`src/rtl/messbauer_discr_pkg.sv`:
```
// -----------------------------------------------------------------------------
// messbauer_discr_pkg
// Shared definitions for the differential discriminator receive path:
//   - discr_state_t : pulse-classifier FSM state encoding
//   - GEN_*         : pulse-shape constants of the discriminator test generator
//   - sat_inc()     : saturating increment used by the per-channel counters
// -----------------------------------------------------------------------------
package messbauer_discr_pkg;

  typedef enum logic [1:0] {
    ST_IDLE       = 2'd0,
    ST_LOWER_HIGH = 2'd1,
    ST_UPPER_SEEN = 2'd2,
    ST_STUCK      = 2'd3
  } discr_state_t;

  // Generator pulse shape: lower high for GEN_LOWER_CYCLES, optional upper
  // excursion starting GEN_UPPER_OFFSET cycles in, then a quiet gap.
  localparam int GEN_LOWER_CYCLES = 3;
  localparam int GEN_UPPER_OFFSET = 1;
  localparam int GEN_UPPER_CYCLES = 1;
  localparam int GEN_GAP_CYCLES   = 10;

  // Increment that sticks at max_value instead of wrapping.
  function automatic logic [31:0] sat_inc(input logic [31:0] value,
                                          input logic [31:0] max_value);
    return (value >= max_value) ? value : value + 32'd1;
  endfunction

endpackage

```
`src/rtl/messbauer_diff_discriminator_counter_if.sv`:
```
// -----------------------------------------------------------------------------
// messbauer_diff_discriminator_counter_if
// Bundle between the discriminator (master) and the counter (slave).
//   master drives : lower_threshold, upper_threshold, channel
//   slave drives  : selected_count, rejected_count, channel_index,
//                   count_valid, sweep_done, protocol_error
// -----------------------------------------------------------------------------
interface messbauer_diff_discriminator_counter_if #(
  parameter int COUNT_WIDTH   = 16,
  parameter int CHANNEL_WIDTH = 10
);

  logic                     lower_threshold;
  logic                     upper_threshold;
  logic                     channel;
  logic [COUNT_WIDTH-1:0]   selected_count;
  logic [COUNT_WIDTH-1:0]   rejected_count;
  logic [CHANNEL_WIDTH-1:0] channel_index;
  logic                     count_valid;
  logic                     sweep_done;
  logic                     protocol_error;

  modport master (
    output lower_threshold, upper_threshold, channel,
    input  selected_count, rejected_count, channel_index,
    input  count_valid, sweep_done, protocol_error
  );

  modport slave (
    input  lower_threshold, upper_threshold, channel,
    output selected_count, rejected_count, channel_index,
    output count_valid, sweep_done, protocol_error
  );

endinterface

```
`src/rtl/messbauer_edge_sync.sv`:
```
// -----------------------------------------------------------------------------
// messbauer_edge_sync
// One discriminator input: optional 2-flop synchronizer (MESSBAUER_DISCR_SYNC_EN),
// then the single input register and a delayed copy for edge detection.
//   aclk, areset : clock, synchronous active-high reset
//   i_d          : raw input
//   o_level      : registered input level
//   o_rise/o_fall: one-cycle edge flags of o_level
// -----------------------------------------------------------------------------
module messbauer_edge_sync (
  input  logic aclk,
  input  logic areset,
  input  logic i_d,
  output logic o_level,
  output logic o_rise,
  output logic o_fall
);

  logic w_d;

`ifdef MESSBAUER_DISCR_SYNC_EN
  logic [1:0] r_sync;

  always_ff @(posedge aclk) begin
    if (areset) r_sync <= '0;
    else        r_sync <= {r_sync[0], i_d};
  end

  assign w_d = r_sync[1];
`else
  assign w_d = i_d;
`endif

  logic r_q;
  logic r_q_prev;

  // NOTE: clocked state uses <= so every flop samples pre-edge values;
  // blocking here would let r_q_prev see the new r_q and hide every edge.
  always_ff @(posedge aclk) begin
    if (areset) begin
      r_q      <= 1'b0;
      r_q_prev <= 1'b0;
    end else begin
      r_q      <= w_d;
      r_q_prev <= r_q;
    end
  end

  assign o_level = r_q;
  assign o_rise  = r_q & ~r_q_prev;
  assign o_fall  = ~r_q & r_q_prev;

endmodule

```
`src/rtl/messbauer_diff_discriminator_counter.sv`:
```
// -----------------------------------------------------------------------------
// messbauer_diff_discriminator_counter
// Classifies discriminator pulses (lower-only = selected, lower+upper =
// rejected), accumulates both per spectrometer channel with saturation, and
// reports them on each channel-strobe rising edge.
//   aclk, areset : clock, synchronous active-high reset
//   bus (slave)  : threshold/channel inputs; counts, index, strobes, error flag
// Optional: define MESSBAUER_DISCR_SYNC_EN to add 2-flop input synchronizers.
// -----------------------------------------------------------------------------
module messbauer_diff_discriminator_counter
  import messbauer_discr_pkg::*;
#(
  parameter int COUNT_WIDTH     = 16,
  parameter int CHANNEL_WIDTH   = 10,
  parameter int CHANNELS        = 512,
  parameter int MIN_LOWER_WIDTH = 2,
  parameter int MAX_LOWER_WIDTH = 64
) (
  input  logic aclk,
  input  logic areset,
  messbauer_diff_discriminator_counter_if.slave bus
);

  localparam int                     WIDTH_BITS   = $clog2(MAX_LOWER_WIDTH + 1);
  localparam logic [WIDTH_BITS-1:0]  MIN_W        = WIDTH_BITS'(MIN_LOWER_WIDTH);
  localparam logic [WIDTH_BITS-1:0]  MAX_W        = WIDTH_BITS'(MAX_LOWER_WIDTH);
  localparam logic [COUNT_WIDTH-1:0] CNT_MAX      = '1;
  localparam logic [CHANNEL_WIDTH-1:0] LAST_CHANNEL = CHANNEL_WIDTH'(CHANNELS - 1);

  logic w_lt_level, w_lt_rise, w_lt_fall;
  logic w_ut_level, w_ut_rise, w_ut_fall;
  logic w_ch_level, w_ch_rise, w_ch_fall;

  messbauer_edge_sync u_lt_sync (.aclk(aclk), .areset(areset), .i_d(bus.lower_threshold),
                                 .o_level(w_lt_level), .o_rise(w_lt_rise), .o_fall(w_lt_fall));
  messbauer_edge_sync u_ut_sync (.aclk(aclk), .areset(areset), .i_d(bus.upper_threshold),
                                 .o_level(w_ut_level), .o_rise(w_ut_rise), .o_fall(w_ut_fall));
  messbauer_edge_sync u_ch_sync (.aclk(aclk), .areset(areset), .i_d(bus.channel),
                                 .o_level(w_ch_level), .o_rise(w_ch_rise), .o_fall(w_ch_fall));

  discr_state_t            r_state, w_state_next;
  logic [WIDTH_BITS-1:0]   r_width, w_width_next, w_width_inc;
  logic                    w_inc_sel, w_inc_rej, w_set_err;

  assign w_width_inc = r_width + WIDTH_BITS'(1);

  // NOTE: every output of this block is defaulted before the case so no path
  // leaves a signal unassigned, which would otherwise infer a latch.
  always_comb begin
    w_state_next = r_state;
    w_width_next = r_width;
    w_inc_sel    = 1'b0;
    w_inc_rej    = 1'b0;
    w_set_err    = 1'b0;
    case (r_state)
      ST_IDLE: begin
        if (w_lt_rise) begin
          w_state_next = ST_LOWER_HIGH;
          w_width_next = WIDTH_BITS'(1);
        end else if (w_ut_rise && !w_lt_level) begin
          w_set_err = 1'b1;
        end
      end
      ST_LOWER_HIGH, ST_UPPER_SEEN: begin
        if (w_lt_fall) begin
          // First low sample closes the pulse; short ones are glitches.
          w_state_next = ST_IDLE;
          if (r_width >= MIN_W) begin
            if (r_state == ST_UPPER_SEEN || w_ut_level) w_inc_rej = 1'b1;
            else                                        w_inc_sel = 1'b1;
          end
        end else begin
          w_width_next = w_width_inc;
          if (w_width_inc >= MAX_W) begin
            w_state_next = ST_STUCK;
            w_set_err    = 1'b1;
          end else if (r_state == ST_LOWER_HIGH && w_ut_level) begin
            w_state_next = ST_UPPER_SEEN;
          end
        end
      end
      ST_STUCK: begin
        if (w_lt_fall) w_state_next = ST_IDLE;
      end
      default: w_state_next = ST_IDLE;
    endcase
  end

  logic [COUNT_WIDTH-1:0]   r_sel, r_rej, w_sel_next, w_rej_next;
  logic [COUNT_WIDTH-1:0]   r_sel_out, r_rej_out;
  logic [CHANNEL_WIDTH-1:0] r_ptr, r_idx_out;
  logic                     r_valid, r_sweep, r_err;

  assign w_sel_next = w_inc_sel ? COUNT_WIDTH'(sat_inc(32'(r_sel), 32'(CNT_MAX))) : r_sel;
  assign w_rej_next = w_inc_rej ? COUNT_WIDTH'(sat_inc(32'(r_rej), 32'(CNT_MAX))) : r_rej;

  always_ff @(posedge aclk) begin
    if (areset) begin
      r_state   <= ST_IDLE;
      r_width   <= '0;
      r_sel     <= '0;
      r_rej     <= '0;
      r_ptr     <= '0;
      r_sel_out <= '0;
      r_rej_out <= '0;
      r_idx_out <= '0;
      r_valid   <= 1'b0;
      r_sweep   <= 1'b0;
      r_err     <= 1'b0;
    end else begin
      r_state <= w_state_next;
      r_width <= w_width_next;
      r_valid <= w_ch_rise;
      r_sweep <= w_ch_rise && (r_ptr == LAST_CHANNEL);
      if (w_set_err) r_err <= 1'b1;
      if (w_ch_rise) begin
        // Report includes a classification landing on this same edge.
        r_sel_out <= w_sel_next;
        r_rej_out <= w_rej_next;
        r_idx_out <= r_ptr;
        r_sel     <= '0;
        r_rej     <= '0;
        r_ptr     <= (r_ptr == LAST_CHANNEL) ? '0 : r_ptr + CHANNEL_WIDTH'(1);
      end else begin
        r_sel <= w_sel_next;
        r_rej <= w_rej_next;
      end
    end
  end

  assign bus.selected_count = r_sel_out;
  assign bus.rejected_count = r_rej_out;
  assign bus.channel_index  = r_idx_out;
  assign bus.count_valid    = r_valid;
  assign bus.sweep_done     = r_sweep;
  assign bus.protocol_error = r_err;

endmodule

```
`src/flat_wrapper.sv`:
```
// flat-port wrapper written by rule: the top's interface ports become plain ports
module messbauer_diff_discriminator_counter_flat import messbauer_discr_pkg::*;
#(
  parameter int COUNT_WIDTH     = 16,
  parameter int CHANNEL_WIDTH   = 10,
  parameter int CHANNELS        = 512,
  parameter int MIN_LOWER_WIDTH = 2,
  parameter int MAX_LOWER_WIDTH = 64
)
  (aclk, areset, bus_lower_threshold, bus_upper_threshold, bus_channel, bus_selected_count, bus_rejected_count, bus_channel_index, bus_count_valid, bus_sweep_done, bus_protocol_error);
  messbauer_diff_discriminator_counter_if #(.COUNT_WIDTH(COUNT_WIDTH), .CHANNEL_WIDTH(CHANNEL_WIDTH)) bus_i ();
  input  logic aclk;
  input  logic areset;
  input wire logic [$bits(bus_i.lower_threshold)-1:0] bus_lower_threshold;
  input wire logic [$bits(bus_i.upper_threshold)-1:0] bus_upper_threshold;
  input wire logic [$bits(bus_i.channel)-1:0] bus_channel;
  output wire logic [$bits(bus_i.selected_count)-1:0] bus_selected_count;
  output wire logic [$bits(bus_i.rejected_count)-1:0] bus_rejected_count;
  output wire logic [$bits(bus_i.channel_index)-1:0] bus_channel_index;
  output wire logic [$bits(bus_i.count_valid)-1:0] bus_count_valid;
  output wire logic [$bits(bus_i.sweep_done)-1:0] bus_sweep_done;
  output wire logic [$bits(bus_i.protocol_error)-1:0] bus_protocol_error;
  assign bus_i.lower_threshold = bus_lower_threshold;
  assign bus_i.upper_threshold = bus_upper_threshold;
  assign bus_i.channel = bus_channel;
  assign bus_selected_count = bus_i.selected_count;
  assign bus_rejected_count = bus_i.rejected_count;
  assign bus_channel_index = bus_i.channel_index;
  assign bus_count_valid = bus_i.count_valid;
  assign bus_sweep_done = bus_i.sweep_done;
  assign bus_protocol_error = bus_i.protocol_error;
  messbauer_diff_discriminator_counter #(.COUNT_WIDTH(COUNT_WIDTH), .CHANNEL_WIDTH(CHANNEL_WIDTH), .CHANNELS(CHANNELS), .MIN_LOWER_WIDTH(MIN_LOWER_WIDTH), .MAX_LOWER_WIDTH(MAX_LOWER_WIDTH)) u_core (.aclk(aclk), .areset(areset), .bus(bus_i));
endmodule
```
`config.mk`:
```
export PLATFORM = sky130hd
export DESIGN_NAME = messbauer_diff_discriminator_counter_flat
export DESIGN_NICKNAME = d
export VERILOG_FILES = /design/src/rtl/messbauer_discr_pkg.sv /design/src/rtl/messbauer_diff_discriminator_counter_if.sv /design/src/rtl/messbauer_edge_sync.sv /design/src/rtl/messbauer_diff_discriminator_counter.sv /design/src/flat_wrapper.sv
export SDC_FILE = /design/constraint.sdc
export NUM_CORES = 1
export LEC_CHECK = 0
export CORE_ASPECT_RATIO = 2
export CORE_MARGIN = 5
export CORE_UTILIZATION = 55
export CTS_CLUSTER_DIAMETER = 100
export CTS_CLUSTER_SIZE = 16
export DETAILED_ROUTE_END_ITERATION = 16
export DONT_BUFFER_PORTS = 1
export PLACE_DENSITY = 0.76
export SKIP_LAST_GASP = 1
export SYNTH_ARGS = -nofsm -noshare
export SYNTH_HDL_FRONTEND = slang
export SYNTH_SLANG_ARGS = --single-unit
```
`constraint.sdc`:
```
create_clock -name aclk -period 2.25 [get_ports aclk]
set_input_delay 0.45 -clock aclk [delete_from_list [all_inputs] [get_ports aclk]]
set_output_delay 0.45 -clock aclk [all_outputs]
set_load 0.05 [all_outputs]
```
* Word-level counts from Yosys, hierarchy flattened
Index checks and enable logic that the tools add are counted.
Word-level totals: register bits 102, input port bits 5, output and inout port bits 45, logic and storage cells 79
Cells by class: add/sub/neg operators 4, $lt $le $gt $ge 4, equal/unequal tests 8, muxes and demuxes 27, bitwise gates (word level) 8, reduce and logical (&&, ||, !) cells 11
Operators by type and width (count):
- $mux W16 | 4
- $add A16 B1 Y16 const B | 2
- $ge A16 B16 Y1 const B | 2
- $mux W7 | 2
- $pmux W7 S2 | 1
- $mux W1 | 12
- $add A10 B1 Y10 const B | 1
- $eq A10 B9 Y1 const B | 1
- $mux W10 | 1
- $mux W2 | 5
- $add A7 B1 Y7 const B | 1
- $ge A7 B2 Y1 const B | 1
- $ge A7 B7 Y1 const B | 1
- $ne A2 B2 Y1 const B | 3
- $pmux W2 S3 | 1
- $reduce_and A3 Y1 | 2
- $and A1 B1 Y1 | 4
- $eq A2 B2 Y1 const B | 2
- $ne A4 B2 Y1 const B | 1
- $not A1 Y1 | 4
- $reduce_or A2 Y1 | 2
- $logic_and A1 B1 Y1 | 3
- $eq A2 B1 Y1 const B | 1
- $logic_not A2 Y1 | 1
- 4 further kinds | 4

* Longest topological paths before layout
Gate-level depths: netlist (run 1).
depth in word-level cells 7, depth in mapped cells 8, mapped depth without buffers 7

* By module
Synthesis (run 1) repeated with hierarchy kept, for this count alone.
Second synthesis, totals: cells, all modules 502, area, all modules 4535.6 um^2
By module, submodules not included:
- messbauer_diff_discriminator_counter | times used 1, cells an instance 484, area each 4340.4 um^2, seq. area each 1921.8 um^2
- messbauer_edge_sync | times used 3, cells an instance 6, area each 65.1 um^2, seq. area each 40.0 um^2

* Least setup slack after synthesis (run 1)
No wires, ideal clock.
kind register to register, from register u_core.r_state[0], to register u_core.r_sel_out[9], in the netlist u_core.bus.selected_count[9], library setup time 0.086 ns, arrival time 1.944 ns, data required time 2.164 ns, setup slack 0.221 ns, cell stages (with the launch flop) 9, path buffers 2, clock period less this slack 2.029 ns, cell sequence dfxtp_1 inv_1 ha_1 clkbuf_1 o2111ai_2 buf_6 nor4b_1 xnor2_1 a211oi_1
On the way: longest elaborated chain between the ends 7, elaborated cells on any way between the ends 9, classes of those cells eq/ne: 2; mux: 5; reduce/logical: 2
RTL lines:
- start, declared | line messbauer_diff_discriminator_counter.sv:41 | discr_state_t r_state, w_state_next;
- start signal, assigned | line messbauer_diff_discriminator_counter.sv:111 | r_state <= w_state_next;
- $eq A2 B2 Y1 | line messbauer_diff_discriminator_counter.sv:55, messbauer_diff_discriminator_counter.sv:69
- $logic_or A1 B1 Y1 | line messbauer_diff_discriminator_counter.sv:69 | if (r_state == ST_UPPER_SEEN || w_ut_level) w_inc_rej = 1'b1;
- $mux W1 | line messbauer_diff_discriminator_counter.sv:69
- $mux W1 | line messbauer_diff_discriminator_counter.sv:68 | if (r_width >= MIN_W) begin
- $mux W1 | line messbauer_diff_discriminator_counter.sv:65 | if (w_lt_fall) begin
- $mux W1 (*) | line messbauer_diff_discriminator_counter.sv:55 | case (r_state)
- $mux W16 (*) | line messbauer_diff_discriminator_counter.sv:94 | assign w_sel_next = w_inc_sel ? COUNT_WIDTH'(sat_inc(32'(r_sel), 32'(CNT_MAX))) : r_sel;
- end signal, assigned | line messbauer_diff_discriminator_counter.sv:118 | r_sel_out <= w_sel_next;
- end, declared | line messbauer_diff_discriminator_counter.sv:90 | logic [COUNT_WIDTH-1:0] r_sel_out, r_rej_out;
Mark *: on every way between the ends. The rest lies on a longest branch, timed or not. A chain may end at the register's enable or synchronous reset.

* Final worst setup path (run 1)
from register u_core.r_width[0], to register u_core.r_rej_out[12], in the netlist u_core.bus.rejected_count[12]
On the way: longest elaborated chain between the ends 5
RTL lines:
- start, declared | line messbauer_diff_discriminator_counter.sv:42 | logic [WIDTH_BITS-1:0] r_width, w_width_next, w_width_inc;
- start signal, assigned | line messbauer_diff_discriminator_counter.sv:112 | r_width <= w_width_next;
- $ge A7 B2 Y1 | line messbauer_diff_discriminator_counter.sv:68
- $mux W1 | line messbauer_diff_discriminator_counter.sv:68
- $mux W1 | line messbauer_diff_discriminator_counter.sv:65
- $mux W1 | line messbauer_diff_discriminator_counter.sv:55
- $mux W16 | line messbauer_diff_discriminator_counter.sv:95 | assign w_rej_next = w_inc_rej ? COUNT_WIDTH'(sat_inc(32'(r_rej), 32'(CNT_MAX))) : r_rej;
- end signal, assigned | line messbauer_diff_discriminator_counter.sv:119 | r_rej_out <= w_rej_next;
- end, declared | line messbauer_diff_discriminator_counter.sv:90
Every way passes these cells.

==> qor.yml, run 1 <==
clock_sinks: 102
yosysSeqAreaShare: 0.463
coreArea_mm2: 0.00789
fin_util: 0.619
grt_first_pass_wirelength_um: 16900
grt_max_degree: 56
h-tree-depth: 3
die_h_um: 137
status: "complete, no violations"
cp_top_family: "simple AND/OR/NAND/NOR gates"
hold_violations: 0
min_path_type: "in -> reg"
syn_area_mm2: 0.00441
yosys-top-cells-area: "dfxtp_1 (46%), nor2_1 (6.6%), xnor2_1 (4.8%), nand2_1 (4.3%), a211oi_1 (3.2%)"
slew_viol_final: 0
synth-seq-cells: 102
first_iter_violations: 154
pre_cts_slack_ns: 0.0601
setup_violations: 0
fin_nets: 517
wl_per_cell_um: 16.5
path_max_fanout: 9
via_per_inst: 5.92
synth-main-ff-cell: "dfxtp_1"
row_count: 46
cts_max_path_buffers: 2
port_buffers: 0
cpMostUsedCell: "or4_4"
cp.required_ns: 2.50
ant_nets: 0
clk_pin_slew_ns: 0.07
setup.worst_path.end_class: "register"
track_usage: 0.214
num_vias: 3573
fin_cells: 604
start_util: 0.559
skew_ns: 0.00642
placed_cells: 587
p_per_area_mw_per_mm2: 776
dieArea_mm2: 0.0100
cap_violations: 0
layout_setup_ws_ns: 0.140
areaGrowthSynthToFinish_pct: 10.7
insertion_delay_ns: 0.35
yosys.area.top_type_share: 0.463
gp_congestion: 0.836
crit_path_max_incr_delay_ns: 0.48
rsz0062_at_grt: "true"
syn_nets: 512
ios: 50
tritoncts: "yes"
route.detailed.drc: 0
period_share: 0.938
routed_wl_um: 9990
max_slew_margin: 0.495
fmax_mhz: 474
hold_slack_ns: 0.161
post-cts-setup-buffers: 0
mostFrequentLayoutCells: "dfxtp_1 (102), nor2_1 (78), nand2_1 (50), a21oi_1 (26), xnor2_1 (24)"
dpl.hpwl_um: 6920
synth-edff-count: 0
critPathSlowestCell: "or4_4"
syn_inst: 498
critPathArrivalTime_ns: 2.36
numCtsBuffers: 9
vdd_drop_max_mv: 0.502
synthArstFlopShare: 0
p_leak_uw: 0.00162
cts_resized: 0
layout_commonest_cell: "dfxtp_1"
cts-root-buf: "clkbuf_16"
antenna_found_initial: 0
start_kind: "register"
criticalPathCategory: "reg -> reg"
overflow: 0
yosys_warnings: 0
synth_cell_types: 60
setup_tns_ns: 0
grt_pass1_vias: 3709
die-width_um: 73.3
worstMarginPinSlew_ns: 0.755
synth_top_cell_by_area: "dfxtp_1"
cp_num_buf_inv: 1
antenna_cells: 0
fin_crit_ns: 2.11
firstDrtPassIters: 4
postCtsHoldBufs: 0
crit_chain: "inv_1 > ha_1 > or4_4 > o2111ai_4 > or4_4 > nor2_1 > a2111oi_2"
drive_gt1_frac: 0.102
syn_area_per_cell_um2: 8.86
## path summary, 6_finish.rpt
| path | depth (start not counted) | slack (ns) | startpoint | endpoint |
|---|---|---|---|---|
| setup / recovery | 7 | 0.14 | u_core.r_width[0] | u_core.bus.rejected_count[12] |
| hold / removal | 1 | 0.16 | areset | u_core.bus.protocol_error |
| setup reg to reg | 7 | 0.14 | u_core.r_width[0] | u_core.bus.rejected_count[12] |
| hold reg to reg | 2 | 0.48 | u_core.r_ptr[9] | u_core.bus.channel_index[9] |
## power by group
group	switching [uW]	internal [uW]	total (uW)
sequential	130	1850	1980
clock	675	860	1530
combinational	169	104	273
total	974	2810	3790
## stage by stage
stage               area (um^2)  power, uW
detailed placement         4550       2280
global placement           4550       2280
global route               4880       3930
finish                     4880       3790
CTS                        4840       3810
floorplan                  4410       2210
## synthesized netlist by cell type, types with 3 or more instances
cell        n
a211oi_1   19
a21oi_1    26
and3_1      5
clkbuf_1   16
dfxtp_1   102
ha_1        9
inv_1      12
mux2i_1     5
nand2_1    50
nand2b_1    6
nand3_1    17
nand4_1    13
nor2_1     78
nor2b_1     7
nor3_1     15
nor4_1     11
nor4b_1     5
o211ai_1    3
o21ai_0     6
o21bai_1    3
o31ai_1     3
or2_2       3
or3_1       6
xnor2_1    24
xor2_1      9
## kinds of logic (layout without fill, tap and decap cells)
logic type | Yosys count | in the layout | share of synthesized area
DFF | 102 | 102 | 0.463
and+or+nand+nor | 235 | 235 | 0.270
xor gates and xnor gates | 33 | 33 | 0.0655
adders and majority gates | 9 | 9 | 0.0255
buffers and inverters | 34 | 43 | 0.0329
muxes | 6 | 6 | 0.0139
AOI/OAI and AO/OA | 79 | 80 | 0.129
## layer usage
metal | GRT usage | share of wire | up-vias
met2 | 0.385 | 0.55 | 83
li1 | - | - | 1769
met4 | 0.107 | 0.021 | 0
met1 | 0.227 | 0.37 | 1703
met5 | 0 | 0 | -
met3 | 0.0500 | 0.054 | 18
## flip-flops by register name, indices dropped and copies added (netlist names)
signal                     flops
u_core.bus.selected_count     16
u_core.bus.channel_index      10
u_core.u_ch_sync.o_level       1
u_core.bus.sweep_done          1
u_core.bus.count_valid         1
u_core.r_width                 7
u_core.r_state                 2
u_core.u_ch_sync.r_q_prev      1
u_core.u_ut_sync.r_q_prev      1
u_core.bus.rejected_count     16
u_core.r_rej                  16
u_core.bus.protocol_error      1
u_core.u_lt_sync.o_level       1
u_core.u_ut_sync.o_level       1
u_core.r_sel                  16
u_core.r_ptr                  10
u_core.u_lt_sync.r_q_prev      1
## worst reg2reg max path, cell delays in order, from the launching register on
cell       delay, ns
dfxtp_1         0.32
inv_1           0.04
ha_1            0.18
or4_4           0.48
o2111ai_4       0.39
or4_4           0.23
nor2_1          0.05
a2111oi_2       0.32
## area by class of cell
class	instances	area (um^2)
Fill cell	657	3000
Multi-Input combinational cell	363	2270
Sequential cell	102	2040
Clock buffer	10	229
Tap cell	96	120
Timing Repair Buffer	15	113
Clock inverter	6	61.3
Inverter	12	45.0
(Power assumes the default switching activity.)
==> run 2: changes to the inputs <==
- SETUP_SLACK_MARGIN: not set -> 0.5
==> qor.yml, run 2 (synthesis results as in run 1) <==
via_per_inst: 5.98
fmax_mhz: 477
p_leak_uw: 0.00178
vdd_drop_max_mv: 0.546
fin_util: 0.679
die-width_um: 73.3
dpl.hpwl_um: 6710
sequentialPowerShare: 0.526
p_per_area_mw_per_mm2: 707
port_buffers: 0
critPathArrivalTime_ns: 2.35
cap_violations: 0
gp_congestion: 0.833
tritoncts: "yes"
slew_viol_final: 0
crit_end: "u_core.bus.rejected_count[15]"
start_util: 0.559
layout_commonest_cell: "dfxtp_1"
grt_first_pass_wirelength_um: 17800
coreArea_mm2: 0.00789
r2r_start: "u_core.r_width[0]"
grt_max_degree: 56
postCtsHoldBufs: 0
setup_tns_ns: 0
mostFrequentLayoutCells: "dfxtp_1 (95), nor2_1 (76), nand2_1 (49), a21oi_1 (25), buf_4 (19)"
path_max_fanout: 3
criticalPathCategory: "reg -> reg"
dieArea_mm2: 0.0100
cp.required_ns: 2.50
p_clk_frac: 0.385
worstMarginPinSlew_ns: 0.727
route.detailed.drc: 0
antenna_cells: 0
areaGrowthSynthToFinish_pct: 21.3
num_vias: 3691
period_share: 0.932
switchingPower_uw: 971
row_count: 46
drive_gt1_frac: 0.219
p_int_uw: 2810
fin_nets: 530
cts_max_path_buffers: 2
ant_nets: 0
die_h_um: 137
first_iter_violations: 276
routed_wl_um: 11000
setup_violations: 0
numCtsBuffers: 9
crit_start: "u_core.r_width[0]"
start_kind: "register"
setup.worst_path.end_class: "register"
firstDrtPassIters: 5
clock_sinks: 102
min_path_type: "in -> reg"
r2r_end: "u_core.bus.rejected_count[15]"
multi_input_area_mm2: 0.00257
grt_pass1_vias: 3790
regArea_mm2: 0.00206
wl_per_cell_um: 17.9
skew_ns: 0.00565
h-tree-depth: 3
cts-root-buf: "clkbuf_16"
antenna_found_initial: 0
rsz0062_at_grt: "true"
max_slew_margin: 0.514
r2r_slack_ns: 0.15
clk_pin_slew_ns: 0.06
status: "complete, no violations"
hold_violations: 0
fill_cells: 586
insertion_delay_ns: 0.34
overflow: 0
share_comb_of_total_power: 0.089
r2r.worst_path.cells: 9
ios: 50
fin_crit_ns: 2.10
track_usage: 0.225
finalPower_uw: 3780
swShare: 0.257
-- run 2: how the worst min path moves through the flow --
stage | cells past startpoint | to | startpoint | slack (ns)
2_1_floorplan | 2 | u_core.bus.channel_index[9] | u_core.r_ptr[9] | 0.45
3_3_place_gp | 1 | u_core.r_width[0] | u_core.r_width[0] | 0.46
3_5_place_dp | 2 | u_core.r_state[1] | u_core.r_state[1] | 0.47
4_1_cts | 1 | u_core.r_state[1] | areset | 0.16
5_1_grt | 1 | u_core.bus.rejected_count[14] | areset | 0.16
6_report | 1 | u_core.r_width[1] | areset | 0.17
-- run 2: power by group through the flow --
stage          combinational [uW]  sequential [uW]  clock (uW)
2_1_floorplan                 235             2020           0
3_3_place_gp                  262             2030           0
3_5_place_dp                  265             2030           0
4_1_cts                       291             1990        1480
5_1_grt                       372             1990        1560
6_report                      338             1990        1450
-- run 2: metrics by stage --
| stage | hold WS (ns) | cells | cell area, um^2 | setup slack (ns) |
|---|---|---|---|---|
| 3_5_place_dp | 0.473 | 581 | 4550 | 0.00148 |
| 5_1_grt | 0.158 | 617 | 5350 | 0.0761 |
| 3_3_place_gp | 0.456 | 581 | 4550 | 0.0896 |
| 6_report | 0.170 | 617 | 5350 | 0.154 |
| 2_1_floorplan | 0.445 | 498 | 4460 | 0.319 |
| 4_1_cts | 0.158 | 610 | 5120 | 0.212 |
-- run 2: worst max-delay path, stage by stage (launching register included) --
cell	delay [ns]
dfxtp_4	0.36
inv_4	0.03
ha_4	0.14
or4_4	0.45
o2111ai_4	0.26
buf_6	0.17
buf_12	0.10
nor4_4	0.03
xnor2_1	0.18
a311oi_1	0.28
-- run 2: routing by layer --
layer | wire length [um] | global-route usage | up-vias
met2 | 5950 | 0.392 | 116
met3 | 619 | 0.0647 | 43
met1 | 4030 | 0.242 | 1742
met5 | 0 | 0 | -
li1 | - | - | 1790
met4 | 417 | 0.114 | 0
-- run 2: repair_timing --
item,in CTS,in global routing
cloned,2,0
resized for setup,33,33
buffers inserted,11,7
pin swaps,27,20
setup endpoints to repair,73,79
-- run 2: final cells by class --
| class | count | share of cell area |
|---|---|---|
| multi-input cells | 363 | 0.480 |
| flip-flops and latches | 102 | 0.384 |
| repair buffers | 28 | 0.0526 |
| clock buffers | 13 | 0.0486 |
| well taps | 96 | 0.0225 |
| inverters | 12 | 0.00889 |
| clock inverters | 3 | 0.00351 |
==> run 3: changes to the inputs <==
- ABC_CLOCK_PERIOD_IN_PS: not set -> 2000
- clock period: 2.25 -> 2 ns (I/O delays scaled with it)
==> qor.yml, run 3 (synthesis results as in run 1) <==
status: "finished, violations left"
violations: "negative setup slack"
port_buffers: 0
finalPower_uw: 4680
route.detailed.drc: 0
setup_tns_ns: -0.164
overflow: 0
cts_max_path_buffers: 2
fill_cells: 492
fin_cells: 642
worstMarginPinSlew_ns: 0.687
placed_cells: 595
setup.worst_path.end_class: "register"
final_area_mm2: 0.00584
routed_wl_um: 12200
skew_ns: 0.00969
rsz0062_at_grt: "true"
wl_per_cell_um: 19.1
pre_cts_slack_ns: -0.0265
placed_cell_area_mm2: 0.00470
antenna_found_initial: 0
fin_nets: 555
period_share: 1.04
max_slew_margin: 0.540
cap_violations: 0
die-width_um: 73.3
tritoncts: "yes"
cp.required_ns: 2.27
first_iter_violations: 252
clock_sinks: 102
layout_commonest_cell: "dfxtp_1"
row_count: 46
antenna_cells: 0
fmax_mhz: 480
coreArea_mm2: 0.00789
ios: 50
r2r_start: "u_core.r_width[0]"
die_h_um: 137
holdPathEnd: "u_core.r_width[1]"
p_leak_uw: 0.00190
areaGrowthSynthToFinish_pct: 32.5
grt_max_degree: 56
clk_pin_slew_ns: 0.07
min_path_type: "in -> reg"
firstDrtPassIters: 4
postCtsHoldBufs: 0
criticalPathCategory: "reg -> reg"
gp_congestion: 0.924
layout_setup_ws_ns: -0.0849
h-tree-depth: 3
start_util: 0.559
grt_first_pass_wirelength_um: 17300
r2r_end: "u_core.bus.rejected_count[14]"
numCtsBuffers: 9
grt_pass1_vias: 3629
holdPathStages: 1
slew_viol_final: 0
r2r_slack_ns: -0.08
vdd_drop_max_mv: 0.649
r2r.worst_path.cells: 8
ant_nets: 0
num_vias: 3936
path_max_fanout: 18
dieArea_mm2: 0.0100
dpl.hpwl_um: 7060
insertion_delay_ns: 0.36
critPathArrivalTime_ns: 2.36
p_per_area_mw_per_mm2: 801
hold_violations: 0
mostFrequentLayoutCells: "dfxtp_1 (85), nor2_1 (70), nand2_1 (48), buf_4 (41)"
via_per_inst: 6.13
fin_crit_ns: 2.08
cts-root-buf: "clkbuf_16"
hp-start: "areset"
track_usage: 0.219
setup_violations: 4
drive_gt1_frac: 0.333
start_kind: "register"
## run 3: cell types whose count changed in the layout (fill, tap and decap cells not counted), sizes merged
cell / change
clkbuf: -3
clkinv: -1
buf: +26
clkinvlp: +2
bufinv: +2
nor2b: -1
## run 3: timing repair
action	in CTS	in global routing
resized for setup	35	87
buffers inserted	9	22
setup endpoints to repair	77	82
pin swaps	17	54
## run 3: worst max-delay path, cell delays in order (launching register included)
cell and delay, ns:
dfxtp_2 0.34, inv_2 0.04, ha_4 0.15, or4_4 0.48
o2111ai_4 0.24, buf_12 0.18, nor4_2 0.06, mux2_1 0.34
nor3_2 0.19
## run 3: worst max path at each step
stage,from,endpoint,slack (ns)
final,u_core.r_width[0],u_core.bus.rejected_count[14],-0.08
after global routing,u_core.r_width[0],u_core.bus.rejected_count[14],-0.16
after CTS,u_core.r_state[0],u_core.bus.rejected_count[12],-0.03
after detailed placement,u_core.r_width[0],u_core.bus.selected_count[8],-0.03
after global placement,u_core.r_state[1],u_core.bus.rejected_count[12],0.04
after floorplan,u_core.r_width[0],u_core.bus.rejected_count[13],0.07
## run 3: stage by stage
stage	util	hold WS (ns)
after global placement	0.597	0.470
after detailed placement	0.597	0.473
final	0.741	0.0882
after floorplan	-	0.447
after global routing	0.741	0.0901
after CTS	0.670	0.101
## run 3: power breakdown
part | switching, uW | internal [uW] | total (uW)
clock network | 766 | 1130 | 1890
registers | 155 | 2070 | 2230
logic | 298 | 262 | 560
total | 1220 | 3460 | 4680
## run 3: final cells by class
class,instances,area (um^2),area share
clock buffer,10,239,0.0409
tap,96,120,0.0206
multi-input combinational,362,2790,0.478
inverter,12,55.1,0.00942
clock inverter,6,85.1,0.0146
timing repair buffer,54,467,0.0799
sequential,102,2090,0.357
## run 3: per-layer routing
metal | wire length (um) | vias up | track usage
met3 | 593 | 57 | 0.0610
met2 | 6800 | 128 | 0.392
met5 | 0 | - | 0
li1 | - | 1842 | -
met1 | 4320 | 1909 | 0.235
met4 | 512 | 0 | 0.0938
